[src/rtl/mc_ctrl.sv]
// Multi-cycle control FSM for the MIPS-subset CPU: sequences fetch, decode,
// execute, memory and writeback, drives datapath controls, counts retired instructions.
module mc_ctrl #(
    parameter int CNT_W = 32
) (
    input  logic             clk,
    input  logic             reset,
    input  logic [5:0]       opcode,
    input  logic [5:0]       funct,
    input  logic             zero,
    output logic             pc_we,
    output logic [1:0]       npc_sel,
    output logic             ir_we,
    output logic             rf_we,
    output logic [1:0]       reg_dst,
    output logic [1:0]       wd_sel,
    output logic             dm_we,
    output logic             alu_src_b,
    output logic [2:0]       alu_op,
    output logic [2:0]       ext_op,
    output logic             instr_done,
    output logic             illegal,
    output logic [CNT_W-1:0] retired
);

    typedef enum logic [3:0] {
        FETCH, DECODE, EXEC_R, EXEC_I, MEM_ADDR, MEM_RD,
        MEM_WR, WB_R, WB_I, WB_MEM, BRANCH, JUMP
    } state_t;

    typedef struct packed {
        logic       pc_we;
        logic [1:0] npc_sel;
        logic       ir_we;
        logic       rf_we;
        logic [1:0] reg_dst;
        logic [1:0] wd_sel;
        logic       dm_we;
        logic       alu_src_b;
        logic [2:0] alu_op;
        logic [2:0] ext_op;
        logic       instr_done;
        logic       illegal;
    } ctrl_t;

    localparam logic [5:0] OP_RTYPE = 6'b000000;
    localparam logic [5:0] OP_ORI   = 6'b001101;
    localparam logic [5:0] OP_LUI   = 6'b001111;
    localparam logic [5:0] OP_LW    = 6'b100011;
    localparam logic [5:0] OP_SW    = 6'b101011;
    localparam logic [5:0] OP_BEQ   = 6'b000100;
    localparam logic [5:0] OP_J     = 6'b000010;
    localparam logic [5:0] OP_JAL   = 6'b000011;

    localparam logic [2:0] ALU_ADD  = 3'd0;
    localparam logic [2:0] ALU_SUB  = 3'd1;
    localparam logic [2:0] ALU_OR   = 3'd2;
    localparam logic [2:0] ALU_PASS = 3'd3;

    state_t           state_q, state_d;
    logic [CNT_W-1:0] retired_q;
    ctrl_t            ctl, ctl_o;

    logic is_r, is_addu, is_subu, is_jr, is_nop;
    logic is_ori, is_lui, is_lw, is_sw, is_beq, is_j, is_jal;

    assign is_r    = (opcode == OP_RTYPE);
    assign is_addu = is_r && (funct == 6'b100001);
    assign is_subu = is_r && (funct == 6'b100011);
    assign is_jr   = is_r && (funct == 6'b001000);
    assign is_nop  = is_r && (funct == 6'b000000);
    assign is_ori  = (opcode == OP_ORI);
    assign is_lui  = (opcode == OP_LUI);
    assign is_lw   = (opcode == OP_LW);
    assign is_sw   = (opcode == OP_SW);
    assign is_beq  = (opcode == OP_BEQ);
    assign is_j    = (opcode == OP_J);
    assign is_jal  = (opcode == OP_JAL);

    // NOTE: sequential state uses non-blocking assignments so every register
    // samples pre-edge values regardless of process ordering.
    always_ff @(posedge clk or negedge reset) begin
        if (!reset) begin
            state_q   <= FETCH;
            retired_q <= '0;
        end else begin
            state_q <= state_d;
            if (ctl_o.instr_done)
                retired_q <= retired_q + CNT_W'(1);
        end
    end

    always_comb begin
        state_d = FETCH;
        case (state_q)
            FETCH:    state_d = DECODE;
            DECODE: begin
                if (is_addu || is_subu)              state_d = EXEC_R;
                else if (is_ori || is_lui)           state_d = EXEC_I;
                else if (is_lw || is_sw)             state_d = MEM_ADDR;
                else if (is_beq)                     state_d = BRANCH;
                else if (is_j || is_jal || is_jr)    state_d = JUMP;
                else                                 state_d = FETCH;
            end
            EXEC_R:   state_d = WB_R;
            EXEC_I:   state_d = WB_I;
            MEM_ADDR: state_d = is_lw ? MEM_RD : MEM_WR;
            MEM_RD:   state_d = WB_MEM;
            default:  state_d = FETCH;
        endcase
    end

    // NOTE: every field gets a default before the case so no output can
    // hold its value through an unlisted path and infer a latch.
    always_comb begin
        ctl = '0;
        if (state_q != FETCH) begin
            if (is_lw || is_sw || is_beq) ctl.ext_op = 3'd1;
            else if (is_lui)              ctl.ext_op = 3'd2;
        end
        case (state_q)
            FETCH: begin
                ctl.ir_we = 1'b1;
                ctl.pc_we = 1'b1;
            end
            DECODE: begin
                if (is_nop)
                    ctl.instr_done = 1'b1;
                else if (!(is_addu || is_subu || is_ori || is_lui || is_lw ||
                           is_sw || is_beq || is_j || is_jal || is_jr))
                    ctl.illegal = 1'b1;
            end
            EXEC_R, WB_R: begin
                ctl.alu_op = is_subu ? ALU_SUB : ALU_ADD;
                if (state_q == WB_R) begin
                    ctl.rf_we      = 1'b1;
                    ctl.reg_dst    = 2'd1;
                    ctl.instr_done = 1'b1;
                end
            end
            EXEC_I, WB_I: begin
                ctl.alu_src_b = 1'b1;
                ctl.alu_op    = is_lui ? ALU_PASS : ALU_OR;
                if (state_q == WB_I) begin
                    ctl.rf_we      = 1'b1;
                    ctl.instr_done = 1'b1;
                end
            end
            MEM_ADDR, MEM_RD, MEM_WR: begin
                ctl.alu_src_b = 1'b1;
                ctl.alu_op    = ALU_ADD;
                if (state_q == MEM_WR) begin
                    ctl.dm_we      = 1'b1;
                    ctl.instr_done = 1'b1;
                end
            end
            WB_MEM: begin
                ctl.rf_we      = 1'b1;
                ctl.wd_sel     = 2'd1;
                ctl.instr_done = 1'b1;
            end
            BRANCH: begin
                ctl.alu_op     = ALU_SUB;
                ctl.pc_we      = zero;
                ctl.npc_sel    = 2'd1;
                ctl.instr_done = 1'b1;
            end
            JUMP: begin
                ctl.pc_we      = 1'b1;
                ctl.instr_done = 1'b1;
                ctl.npc_sel    = is_jr ? 2'd3 : 2'd2;
                if (is_jal) begin
                    ctl.rf_we   = 1'b1;
                    ctl.reg_dst = 2'd2;
                    ctl.wd_sel  = 2'd2;
                end
            end
            default: ctl = '0;
        endcase
    end

    // While reset is held the state reads FETCH; mask it so no write fires.
    assign ctl_o = reset ? ctl : '0;

    assign pc_we      = ctl_o.pc_we;
    assign npc_sel    = ctl_o.npc_sel;
    assign ir_we      = ctl_o.ir_we;
    assign rf_we      = ctl_o.rf_we;
    assign reg_dst    = ctl_o.reg_dst;
    assign wd_sel     = ctl_o.wd_sel;
    assign dm_we      = ctl_o.dm_we;
    assign alu_src_b  = ctl_o.alu_src_b;
    assign alu_op     = ctl_o.alu_op;
    assign ext_op     = ctl_o.ext_op;
    assign instr_done = ctl_o.instr_done;
    assign illegal    = ctl_o.illegal;
    assign retired    = retired_q;

endmodule

[config.mk]
export PLATFORM = sky130hd
export DESIGN_NAME = mc_ctrl
export DESIGN_NICKNAME = d
export VERILOG_FILES = /design/src/rtl/mc_ctrl.sv
export SDC_FILE = /design/constraint.sdc
export NUM_CORES = 1
export LEC_CHECK = 0
export CAP_MARGIN = 20
export CORE_UTILIZATION = 25
export CTS_BUF_LIST = sky130_fd_sc_hd__clkbuf_4 sky130_fd_sc_hd__clkbuf_8
export DETAILED_ROUTE_END_ITERATION = 8
export PLACE_DENSITY = 0.57
export SYNTH_ARGS = -nofsm -noshare
export SYNTH_HDL_FRONTEND = slang
export SYNTH_SLANG_ARGS = --single-unit
[constraint.sdc]
create_clock -name clk -period 2 [get_ports clk]
set_input_delay 0.3 -clock clk [delete_from_list [all_inputs] [get_ports clk]]
set_output_delay 0.3 -clock clk [all_outputs]
set_load 0.02 [all_outputs]
==> flow_metrics.tcl <==
set metrics [dict create \
    synth_edf_count 0 \
    gp_congestion 0.870 \
    hold_viol 0 \
    drtIter0Drc 122 \
    p_leak_uw 0.00163 \
    seqCellArea_um2 901 \
    ys_ff_latch 36 \
    multi_input_area_um2 1840 \
    maxCapViolCount 0 \
    coreArea_um2 9820 \
    ios 66 \
    period_needed_ns 1.99 \
    dieArea_um2 10600 \
    grt_pass1_vias 2474 \
    dpl_cell_area_um2 3700 \
    hold_class "in -> async" \
    fillCellCount 953 \
    synth-main-ff-cell "dfrtp_1" \
    fmax_ghz 0.501 \
    fin_skew_ns 0.0117 \
    port_buffers 63 \
    setup_viol 0 \
    max-vdd-ir-drop_uv 418 \
    slowest_delay_ns 0.39 \
    route.vias.total 2495 \
    clock-sinks 36 \
    insertion_delay_ns 0.30 \
    viasPerCell 4.90 \
    ys_seq_area_share_pct 35.4 \
    nets 391 \
    synth.avg_cell_area_um2 10.1 \
    utilization_pct 42.6 \
    drive_above_1_share_pct 39.9 \
    yosys_warnings 0 \
    hold_buffers 0 \
    critPathSlowestCell "dfrtp_1" \
    yosys.area_share.xor_xnor_pct 11.0 \
    synth_cells 252 \
    syn_area_um2 2540 \
    drt-met1-wl_um 3450 \
    crit_required_ns 1.70 \
    timing.final.max_slew_violations 0 \
    crit_buf_inv 2 \
    synth_mux_area_share_pct 0.443 \
    async_reset_ff_share_pct 100 \
    cts_tree "yes" \
    crit_arrival_ns 1.69 \
    syn_to_final_growth_pct 64.7 \
    p_per_area_nw_per_um2 788 \
    synth_top_area_share_pct 35.4 \
    synth.area.top_cells "dfrtp_1 35%, a2111oi_2 14%, xor2_1 9.6%, nand3_1 3.9%, nand2_1 3.0%" \
    critical_path.cell_chain "buf_4 -> and3b_1 -> o2111ai_1 -> a21oi_1 -> o21a_1 -> buf_6" \
    dr_wl_met3_um 248 \
    clockBufferDepth 2 \
    yosysMostFrequentCell "dfrtp_1" \
    grt_max_degree 31 \
    fin_crit_sh_pct 99.7 \
    start_util_pct 25.9 \
    dp_hpwl_um 5020 \
    fp-row-count 36 \
    crit_family "compound AO/OA/AOI/OAI gates" \
    grt_setup_unrepaired "yes" \
    die_height_um 103 \
    synth_compound_area_share_pct 25.2 \
    critPathCaptureType "primary output" \
    ctsRootBufferMaster "clkbuf_8" \
    antenna_found_initial 0 \
    path_clk_slew_ns 0.08 \
    yosys.area_share.simple_pct 22.7 \
    cts_buffers 5 \
    die_w_um 103 \
    netlist_top_cells_count "36 x dfrtp_1, 28 x xor2_1, 24 x a2111oi_2, 20 x nand2_1, 20 x nand3_1" \
    final_area_um2 4190 \
    dr.pass1.iters 4 \
    grt_remaining_overflow 0 \
    h-tree-depth 2 \
    wl_um 7500 \
    wl_per_cell_um 14.7 \
    highest_layer "met4" \
    path_max_fanout 15 \
    drc 0 \
    synth_top_family_by_area "compound AO/OA/AOI/OAI gates" \
    synth_adder_area_share_pct 0.492 \
    critPathKind "reg -> out" \
    track_usage_pct 14.4 \
    drtAntennaViolNets 0 \
    wl_met2_um 3700 \
    insertedDiodeCount 0 \
    synth_largest_area_cell "dfrtp_1" \
    outcome "complete, no violations" \
    grt_pass1_wl_um 11900 \
    cp-start-kind "flop" \
    yosysUniqueCellTypes 60 \
]
-- registers in the layout, indices dropped and copies added (netlist names) --
signal and flops:
state_q 4, retired 32
-- cell type report --
class / count / share of cell area, %
Clock inverter: 3 / 1.02
Clock buffer: 5 / 1.64
Tap cell: 133 / 3.97
Sequential cell: 36 / 21.5
Timing Repair Buffer: 132 / 27.2
Inverter: 7 / 0.627
Multi-Input combinational cell: 193 / 44.0
-- layer usage --
metal  track usage [%]  vias to the layer above
met5                 0                        -
met3              2.85                        7
li1                  -                     1205
met4              3.90                        0
met2              24.6                       52
met1              18.7                     1231
-- timing repair --
item / 4_1_cts / 5_1_grt
setup buffers: 9 / 1
cloned: 1 / 0
gates resized for setup: 105 / 37
setup endpoints to repair: 47 / 44
pin swaps: 11 / 6
-- per-stage QoR --
step | power [µW] | cells | worst slack, ns | hold slack (ns) | TNS [ns]
detailed placement | 2500 | 490 | -0.819 | 0.378 | -21.04
finish | 3300 | 509 | 0.00514 | 0.0399 | 0
floorplan | 1760 | 253 | 0.00781 | 0.00441 | 0
CTS | 3220 | 508 | -0.0589 | 0.0600 | -0.0808
global placement | 2480 | 490 | -0.824 | 0.382 | -20.86
global route | 3500 | 509 | -0.108 | 0.0540 | -0.840
-- report_power, final --
part	internal [µW]	switching (µW)
logic	771	894
clock network	369	292
registers	838	137
-- worst paths after layout --
| check | from | end | slack [ns] | depth (start not counted) |
|---|---|---|---|---|
| max | state_q[1] | alu_op[0] | 0.005 | 6 |
| min | reset | retired[24] | 0.04 | 2 |
| max reg2reg | state_q[1] | retired[1] | 0.08 | 8 |
| min reg2reg | retired[31] | retired[31] | 0.47 | 1 |
| max in group asynchronous | reset | retired[1] | 1.51 | 3 |
| min in group clk | retired[31] | retired[31] | 0.47 | 1 |
-- layout by cell type (no fill, tap or decap), drive strengths merged, types with 5 or more instances in the layout --
| cell type | Yosys | layout |
|---|---|---|
| nand2 | 20 | 20 |
| a211oi | 5 | 5 |
| dfrtp | 36 | 36 |
| and3 | 6 | 6 |
| clkdlybuf4s15 | 0 | 6 |
| xor2 | 28 | 28 |
| a21oi | 8 | 8 |
| and2 | 5 | 5 |
| dlygate4sd2 | 0 | 6 |
| nor2b | 5 | 5 |
| nor2 | 5 | 5 |
| buf | 11 | 83 |
| nand4 | 8 | 8 |
| nand3 | 20 | 20 |
| a2111oi | 26 | 26 |
| clkdlybuf4s50 | 0 | 33 |
| inv | 7 | 7 |
| clkbuf | 6 | 8 |
-- kinds of logic (layout without fill, tap and decap cells) --
group,count (synthesis),in the layout
and+or+nand+nor,97,97
buffers and inverters,24,147
adders and majority gates,1,1
AOI/OAI and AO/OA,60,60
xor gates and xnor gates,32,32
muxes,1,1
other,1,2
DFF,36,36
No activity file was read; power rests on OpenSTA's default activity.
